`src/rtl/constant_burst_source_pkg.sv`:
```
// Shared definitions for the constant burst source: FSM encoding, default widths
// and zero constants.
package constant_burst_source_pkg;

   localparam int DEFAULT_WORD_WIDTH  = 8;
   localparam int DEFAULT_COUNT_WIDTH = 8;

   localparam logic [DEFAULT_WORD_WIDTH-1:0]  WORD_ZERO  = '0;
   localparam logic [DEFAULT_COUNT_WIDTH-1:0] COUNT_ZERO = '0;

   typedef enum logic [0:0] {
      ST_IDLE = 1'b0,
      ST_RUN  = 1'b1
   } state_t;

endpackage

```
`src/rtl/constant_burst_source_if.sv`:
```
// Ready/valid stream carrying the emitted word. A word moves on a rising edge where
// output_valid and output_ready are both high; once raised, valid and data hold until that happens.
interface constant_burst_source_if #(
   parameter int WORD_WIDTH = 8
) ();

   logic                  output_valid;
   logic                  output_ready;
   logic [WORD_WIDTH-1:0] output_data;

   modport master (
      output output_valid,
      output output_data,
      input  output_ready
   );

   modport slave (
      input  output_valid,
      input  output_data,
      output output_ready
   );

endinterface

```
`src/rtl/constant_burst_source_burst_down_counter.sv`:
```
// Loadable down-counter tracking the words still owed in the current burst.
module constant_burst_source_burst_down_counter
   import constant_burst_source_pkg::*;
#(
   parameter int COUNT_WIDTH = DEFAULT_COUNT_WIDTH
) (
   input  logic                   clock,
   input  logic                   clear,
   input  logic                   load,
   input  logic [COUNT_WIDTH-1:0] load_value,
   input  logic                   decrement,
   output logic                   is_one
);

   logic [COUNT_WIDTH-1:0] count;

   // Only ever decremented from a nonzero value, so it cannot wrap.
   always_ff @(posedge clock or posedge clear) begin
      if (clear) begin
         count <= COUNT_WIDTH'(COUNT_ZERO);
      end else if (load) begin
         count <= load_value;
      end else if (decrement) begin
         count <= count - COUNT_WIDTH'(1);
      end
   end

   assign is_one = (count == COUNT_WIDTH'(1));

endmodule

```
`src/rtl/constant_burst_source.sv`:
```
// Captures a static word and a length on start, then emits that word length times
// on a ready/valid stream and pulses done when the burst completes.
module constant_burst_source
   import constant_burst_source_pkg::*;
#(
   parameter int WORD_WIDTH  = DEFAULT_WORD_WIDTH,
   parameter int COUNT_WIDTH = DEFAULT_COUNT_WIDTH
) (
   input  logic                   clock,
   input  logic                   clear,
   input  logic [WORD_WIDTH-1:0]  constant_in,
   input  logic [COUNT_WIDTH-1:0] burst_length,
   input  logic                   start,
   output logic                   busy,
   output logic                   done,
   output state_t                 fsm_state,
   constant_burst_source_if.master stream
);

   state_t                state;
   state_t                next_state;
   logic [WORD_WIDTH-1:0] data_reg;
   logic                  accept;
   logic                  zero_start;
   logic                  transfer;
   logic                  last_word;
   logic                  is_one;

   assign accept     = (state == ST_IDLE) && start && (burst_length != COUNT_WIDTH'(COUNT_ZERO));
   assign zero_start = (state == ST_IDLE) && start && (burst_length == COUNT_WIDTH'(COUNT_ZERO));
   assign transfer   = (state == ST_RUN) && stream.output_ready;
   assign last_word  = transfer && is_one;

   constant_burst_source_burst_down_counter #(
      .COUNT_WIDTH (COUNT_WIDTH)
   ) u_counter (
      .clock      (clock),
      .clear      (clear),
      .load       (accept),
      .load_value (burst_length),
      .decrement  (transfer),
      .is_one     (is_one)
   );

   always_ff @(posedge clock or posedge clear) begin
      if (clear) begin
         state <= ST_IDLE;
      end else begin
         state <= next_state;
      end
   end

   always_comb begin
      next_state = state;
      case (state)
         ST_IDLE: if (accept)    next_state = ST_RUN;
         ST_RUN:  if (last_word) next_state = ST_IDLE;
         default:                next_state = ST_IDLE;
      endcase
   end

   // Valid and data come only from registers, so ready never reaches them combinationally.
   always_comb begin
      busy                = 1'b0;
      stream.output_valid = 1'b0;
      stream.output_data  = data_reg;
      if (state == ST_RUN) begin
         busy                = 1'b1;
         stream.output_valid = 1'b1;
      end
   end

   always_ff @(posedge clock or posedge clear) begin
      if (clear) begin
         data_reg <= WORD_WIDTH'(WORD_ZERO);
         done     <= 1'b0;
      end else begin
         if (accept) begin
            data_reg <= constant_in;
         end
         done <= last_word || zero_start;
      end
   end

   assign fsm_state = state;

endmodule

```
`src/flat_wrapper.sv`:
```
// flat-port wrapper written by rule: the top's interface ports become plain ports
module constant_burst_source_flat import constant_burst_source_pkg::*;
#(
   parameter int WORD_WIDTH  = DEFAULT_WORD_WIDTH,
   parameter int COUNT_WIDTH = DEFAULT_COUNT_WIDTH
)
  (clock, clear, constant_in, burst_length, start, busy, done, fsm_state, stream_output_valid, stream_output_data, stream_output_ready);
  constant_burst_source_if #(.WORD_WIDTH(WORD_WIDTH)) stream_i ();
  input  logic clock;
  input  logic clear;
  input  logic [WORD_WIDTH-1:0] constant_in;
  input  logic [COUNT_WIDTH-1:0] burst_length;
  input  logic start;
  output logic busy;
  output logic done;
  output state_t fsm_state;
  output wire logic [$bits(stream_i.output_valid)-1:0] stream_output_valid;
  output wire logic [$bits(stream_i.output_data)-1:0] stream_output_data;
  input wire logic [$bits(stream_i.output_ready)-1:0] stream_output_ready;
  assign stream_output_valid = stream_i.output_valid;
  assign stream_output_data = stream_i.output_data;
  assign stream_i.output_ready = stream_output_ready;
  constant_burst_source #(.WORD_WIDTH(WORD_WIDTH), .COUNT_WIDTH(COUNT_WIDTH)) u_core (.clock(clock), .clear(clear), .constant_in(constant_in), .burst_length(burst_length), .start(start), .busy(busy), .done(done), .fsm_state(fsm_state), .stream(stream_i));
endmodule
```
`config.mk`:
```
export PLATFORM = sky130hd
export DESIGN_NAME = constant_burst_source_flat
export DESIGN_NICKNAME = d
export VERILOG_FILES = /design/src/rtl/constant_burst_source_pkg.sv /design/src/rtl/constant_burst_source_if.sv /design/src/rtl/constant_burst_source_burst_down_counter.sv /design/src/rtl/constant_burst_source.sv /design/src/flat_wrapper.sv
export SDC_FILE = /design/constraint.sdc
export NUM_CORES = 1
export LEC_CHECK = 0
export ABC_CLOCK_PERIOD_IN_PS = 1610
export BUFFER_PORTS_ARGS = -buffer_cell sky130_fd_sc_hd__buf_2
export CAP_MARGIN = 5
export CORE_UTILIZATION = 43
export DETAILED_ROUTE_END_ITERATION = 6
export HOLD_SLACK_MARGIN = 0.12
export PLACE_DENSITY_LB_ADDON = 0.05
export SETUP_SLACK_MARGIN = 0.2
export SYNTH_ARGS = -nofsm -noshare
export SYNTH_HDL_FRONTEND = slang
export SYNTH_SLANG_ARGS = --single-unit
```
`constraint.sdc`:
```
create_clock -name clock -period 1.61 [get_ports clock]
set_input_delay 0.0805 -clock clock [delete_from_list [all_inputs] [get_ports clock]]
set_output_delay 0.0805 -clock clock [all_outputs]
set_load 0.02 [all_outputs]
```
==> impl_metrics.env, run 1 <==
export IMPL_status="finished clean"
export IMPL_cts_clk_slew_worst_paths_ns=0.12
export IMPL_diodes=0
export IMPL_fin_ws_ns=0.0355
export IMPL_synth_seq_cells=18
export IMPL_p_leak_nw=0.744
export IMPL_h_tree_depth=1
export IMPL_vias_per_cell=5.50
export IMPL_setup_violations=0
export IMPL_synth_cells=89
export IMPL_routed_wl_um=2920
export IMPL_final_period_utilization=0.978
export IMPL_start_util=0.470
export IMPL_hpwl_um=1650
export IMPL_avgSynthCellArea_um2=10.6
export IMPL_slew_headroom=0.551
export IMPL_p_per_area_mw_per_mm2=1800
export IMPL_vdd_drop_max_mv=1.21
export IMPL_end_kind="flop"
export IMPL_worst_slew_pin_slew_ns=0.673
export IMPL_cpLargestDelayFamily="compound AO/OA/AOI/OAI gates"
export IMPL_die_x_um=48.8
export IMPL_crit_path_cell_trace="or3_4 > o31ai_2 > o21ai_1 > a221o_1"
export IMPL_slowest_stage="or3_4"
export IMPL_io_pins=32
export IMPL_nets=178
export IMPL_maxCapViolCount=0
export IMPL_die_h_um=48.8
export IMPL_clk_latency_ns=0.31
export IMPL_hold_slack_ns=0.128
export IMPL_cp_arrival_ns=1.78
export IMPL_required_ns=1.82
export IMPL_placed_cell_area_mm2=0.00118
export IMPL_drc=0
export IMPL_io_buffers=31
export IMPL_grt_start_max_net_pins=19
export IMPL_die_area_mm2=0.00238
export IMPL_place_congestion=0.802
export IMPL_cts_buffers=3
export IMPL_worstReg2RegEnd="u_core.u_counter.count[5]"
export IMPL_synthFlopType="dfrtp_1"
export IMPL_timing_critical_path_to="u_core.u_counter.count[5]"
export IMPL_cts_tree="yes"
export IMPL_area_growth_pct=66.6
export IMPL_worst_path_stages=4
export IMPL_synthArstFlopShare=1.00
export IMPL_cts_buffer_depth=2
export IMPL_ant_nets=0
export IMPL_yosysWarnings=0
export IMPL_fin_area_mm2=0.00157
export IMPL_first_pass_iters=4
export IMPL_final_cell_mix="31 x buf_2, 19 x buf_4, 17 x dlygate4sd3_1, 17 x dfrtp_1, 7 x mux2_4"
export IMPL_synth_nets=111
export IMPL_worstHoldStart="stream_output_ready"
export IMPL_r2r_setup_slack_ns=0.04
export IMPL_crit_buf_inv=0
export IMPL_synth_edf_count=0
export IMPL_path_class="flop to flop"
export IMPL_skew_ns=0.0167
export IMPL_rsz0062_at_grt="true"
export IMPL_wire_per_inst_um=16.0
export IMPL_drtIter0Drc=28
export IMPL_path_max_fanout=6
export IMPL_num_rows=16
export IMPL_final_common_cell="buf_2"
export IMPL_final_layout_size_suffix_gt1_frac=0.516
export IMPL_min_path_type="input pin to flop"
export IMPL_cts_root_buf="clkbuf_4"
export IMPL_routed_via_count=1001
export IMPL_hold_viol=0
export IMPL_grt_pass1_wl_um=4260
export IMPL_drv_slew=0
export IMPL_r2r_start="u_core.u_counter.count[0]"
export IMPL_cts_sinks=18
export IMPL_final_util=0.783
export IMPL_timing_fmax_mhz=635
export IMPL_seq_area_frac_synth=0.479
export IMPL_core_area_mm2=0.00200
export IMPL_cp_slowest_stage_delay_ns=0.44
export IMPL_grt_antenna_before_repair=0
export IMPL_cp_startpoint="u_core.u_counter.count[0]"
export IMPL_synthDistinctLibCells=32
export IMPL_start_kind="flop"
export IMPL_fin_crit_ns=1.57
export IMPL_grt_util_all_layers=0.233
export IMPL_r2r_cells=4
export IMPL_dp_slack_ns=-0.00196
export IMPL_synthesis_area_um2=941
export IMPL_first_global_vias=966
export IMPL_grt_overflow_total=0
## per-stage QoR
step	cells	setup TNS [ns]	total power (W)
2_1_floorplan	89	0	0.00167
3_3_place_gp	152	0	0.00200
3_5_place_dp	152	-0.00196	0.00203
4_1_cts	176	0	0.00244
5_1_grt	182	0	0.00296
6_report	182	0	0.00282
## how the worst min path moves through the flow
| stage | endpoint | cells after the start |
|---|---|---|
| 2_1_floorplan | u_core.done | 1 |
| 3_3_place_gp | u_core.stream.output_data[7] | 2 |
| 3_5_place_dp | u_core.stream.output_data[3] | 2 |
| 4_1_cts | u_core.fsm_state | 3 |
| 5_1_grt | u_core.fsm_state | 3 |
| 6_report | u_core.fsm_state | 3 |
## tightest hold or removal path, cell delays in order
cell	delay (ns)
buf_2	0.12
nand4_1	0.08
a21o_1	0.11
## kinds of logic (layout without fill, tap and decap cells)
group / count (synthesis) / in the layout / share of synthesized area
and+or+nand+nor: 29 / 29 / 0.164
AOI/OAI and AO/OA: 22 / 22 / 0.173
DFF: 18 / 18 / 0.479
buffers and inverters: 10 / 76 / 0.0625
muxes: 8 / 8 / 0.0957
adders and majority gates: 2 / 2 / 0.0266
## registers in the layout (all words and copies together), names as in the netlist
name                       count
u_core.done                    1
u_core.fsm_state               1
u_core.stream.output_data      8
u_core.u_counter.count         8
## layout make-up
| cell class | count | area (µm²) |
|---|---|---|
| multi-input cells | 61 | 544 |
| repair buffers | 69 | 490 |
| flip-flops and latches | 18 | 452 |
| fillers | 141 | 434 |
| clock buffers | 4 | 36.3 |
| well taps | 27 | 33.8 |
| inverters | 3 | 11.3 |
## Yosys cell counts (all sizes together) (2+ instances only)
cell / count / area [µm²]
nor2: 5 / 18.8
a21oi: 2 / 10.0
dfrtp: 18 / 450
o31ai: 2 / 15.0
o21ai: 5 / 25.0
o22ai: 2 / 12.5
a221o: 5 / 50.1
nor4: 4 / 25.0
nand2: 6 / 22.5
a21o: 2 / 15.0
inv: 3 / 11.3
buf: 6 / 43.8
mux2: 8 / 90.1
ha: 2 / 25.0
or4: 2 / 18.8
nand3: 5 / 25.0
## where the power goes
part / switching, W / total [W] / leakage [nW] / internal, W
Clock: 0.000154 / 0.000292 / 0.0210 / 0.000138
Sequential: 0.000172 / 0.000839 / 0.218 / 0.000668
Combinational: 0.000834 / 0.00169 / 0.505 / 0.000851
## routing by layer
layer | GRT usage | part of all wire
met1 | 0.306 | 0.43
met2 | 0.375 | 0.50
met3 | 0.0405 | 0.047
met4 | 0.108 | 0.021
met5 | 0 | 0
## repair_timing
item	4_1_cts	5_1_grt
gates resized for setup	7	21
pin swaps	0	1
setup endpoints to repair	14	17
hold endpoints to repair	34	0
hold buffers	17	0
setup buffers	3	6
No activity file was read; power rests on OpenSTA's default activity.
==> run 2: changes to the inputs <==
ABC_AREA = 1   (was default)
CORE_UTILIZATION = 45   (was 43)
SYNTH_HIERARCHICAL = 1   (was default)
==> impl_metrics.env, run 2 <==
export IMPL_yosys_area_top_type="dfrtp_1"
export IMPL_start_util=0.484
export IMPL_routed_via_count=1078
export IMPL_ant_nets=0
export IMPL_cp_slowest_stage_delay_ns=0.45
export IMPL_cts_clk_slew_worst_paths_ns=0.10
export IMPL_synth_cells=141
export IMPL_vias_per_cell=4.86
export IMPL_synth_edf_count=0
export IMPL_synth_top_area_frac=0.413
export IMPL_routed_wl_um=2610
export IMPL_rsz0062_at_grt="false"
export IMPL_skew_ns=0.00331
export IMPL_end_kind="flop"
export IMPL_status="finished clean"
export IMPL_nets=217
export IMPL_start_kind="flop"
export IMPL_num_rows=17
export IMPL_synthMostInstantiatedCell="nand2_1"
export IMPL_seq_area_frac_synth=0.413
export IMPL_timing_fmax_mhz=767
export IMPL_path_class="flop to flop"
export IMPL_drtIter0Drc=37
export IMPL_p_per_area_mw_per_mm2=1590
export IMPL_hold_viol=0
export IMPL_core_area_mm2=0.00225
export IMPL_setup_tns_ns=0
export IMPL_grt_pass1_wl_um=4350
export IMPL_grt_util_all_layers=0.226
export IMPL_synth_nets=163
export IMPL_dp_cells=200
export IMPL_first_pass_iters=4
export IMPL_hpwl_um=1950
export IMPL_diodes=0
export IMPL_synth_seq_cells=18
export IMPL_die_area_mm2=0.00263
export IMPL_grt_antenna_before_repair=0
export IMPL_fin_ws_ns=0.306
export IMPL_p_leak_nw=0.788
export IMPL_crit_path_cell_trace="inv_1 > ha_1 > nand4_1 > nand3_1 > nand3_1"
export IMPL_slowest_stage="dfrtp_1"
export IMPL_final_period_utilization=0.810
export IMPL_setup_violations=0
export IMPL_cp_common_cell="nand3_1"
export IMPL_die_h_um=51.2
export IMPL_area_growth_pct=36.4
export IMPL_cts_buffer_depth=2
export IMPL_io_pins=32
export IMPL_slew_headroom=0.752
export IMPL_cpLargestDelayFamily="flip-flops"
export IMPL_vdd_drop_max_mv=0.979
export IMPL_grt_overflow_total=0
export IMPL_final_cell_mix="38 x nand2_1, 31 x buf_2, 19 x inv_1"
export IMPL_h_tree_depth=1
export IMPL_yosys_top_cells_area="dfrtp_1 41%, nand2_1 13%, nand3_1 8.3%"
export IMPL_min_path_type="input pin to flop"
export IMPL_yosysWarnings=6
export IMPL_wire_per_inst_um=11.8
export IMPL_final_common_cell="nand2_1"
export IMPL_synthDistinctLibCells=25
export IMPL_cts_buffers=3
export IMPL_required_ns=1.79
export IMPL_maxCapViolCount=0
export IMPL_dp_slack_ns=0.268
export IMPL_synthArstFlopShare=1.00
export IMPL_crit_buf_inv=1
export IMPL_fin_crit_ns=1.30
export IMPL_cp_arrival_ns=1.48
export IMPL_grt_start_max_net_pins=11
export IMPL_worst_slew_pin_slew_ns=0.371
export IMPL_synthTopCellsByCount="38 x nand2_1, 21 x inv_1, 18 x dfrtp_1, 18 x nand3_1, 9 x nor2_1"
export IMPL_drv_slew=0
export IMPL_cts_tree="yes"
export IMPL_drc=0
export IMPL_first_global_vias=974
export IMPL_synthesis_area_mm2=0.00109
export IMPL_instances_no_fill=222
export IMPL_p_total_w=0.00236
export IMPL_cts_sinks=18
export IMPL_synthFlopType="dfrtp_1"
export IMPL_place_congestion=0.858
export IMPL_path_max_fanout=5
export IMPL_avgSynthCellArea_um2=7.74
export IMPL_die_x_um=51.2
export IMPL_io_buffers=31
export IMPL_clk_latency_ns=0.29
export IMPL_cts_root_buf="clkbuf_4"
export IMPL_final_layout_size_suffix_gt1_frac=0.309
run 2: layout make-up:
class	count	area [µm²]
repair buffers	52	358
inverters	25	96.3
well taps	28	35.0
fillers	221	767
multi-input cells	95	520
clock buffers	4	26.3
flip-flops and latches	18	452
run 2: where the power goes:
part | switching [W] | internal [W] | total, W
sequential | 0.000184 | 0.000662 | 0.000846
clock | 0.000138 | 0.0000963 | 0.000234
combinational | 0.000795 | 0.000485 | 0.00128
total | 0.00112 | 0.00124 | 0.00236
run 2: what timing repair did:
item | in CTS | in global routing
buffers inserted | 0 | 0
setup endpoints to repair | 0 | 4
hold endpoints to repair | 35 | 0
gates resized for setup | 0 | 2
hold buffers | 18 | 0
run 2: metal layers:
layer	routed length [µm]	global-route usage
met4	40	0.0946
met3	187	0.0446
met1	1270	0.343
met2	1110	0.307
met5	0	0
run 2: final timing paths:
| path | from | end | slack [ns] | cells after the start |
|---|---|---|---|---|
| max in group asynchronous | clear | u_core/fsm_state | 1.02 | 3 |
| worst min-delay path | burst_length[4] | u_core/done | 0.18 | 6 |
| worst max register to register | u_core/u_counter/count[0] | u_core/u_counter/count[4] | 0.31 | 5 |
| worst min register to register | u_core/stream.output_data[3] | u_core/stream.output_data[3] | 0.48 | 2 |
| worst max-delay path | u_core/u_counter/count[0] | u_core/u_counter/count[4] | 0.31 | 5 |
| min in group asynchronous | clear | u_core/u_counter/count[4] | 0.29 | 3 |
run 2: through the flow:
step	utilization	hold WS [ns]	instance area, µm²
finish	0.660	0.183	1490
global route	0.660	0.209	1490
CTS	0.660	0.185	1490
detailed placement	0.568	0.0672	1280
global placement	0.568	0.0558	1280
floorplan	-	-0.104	1090
run 2: worst reg2reg max path, cell delays in order (launching register included):
cell and delay (ns):
dfrtp_1 0.45, inv_1 0.12, ha_1 0.30, nand4_1 0.16, nand3_1 0.09, nand3_1 0.07
run 2: cells by family after synthesis:
logic type      share of synthesized area
buf+inv                             0.110
flops                               0.413
simple gates                        0.352
xor+xnor                          0.00803
fa+ha+maj                          0.0229
compound gates                     0.0940
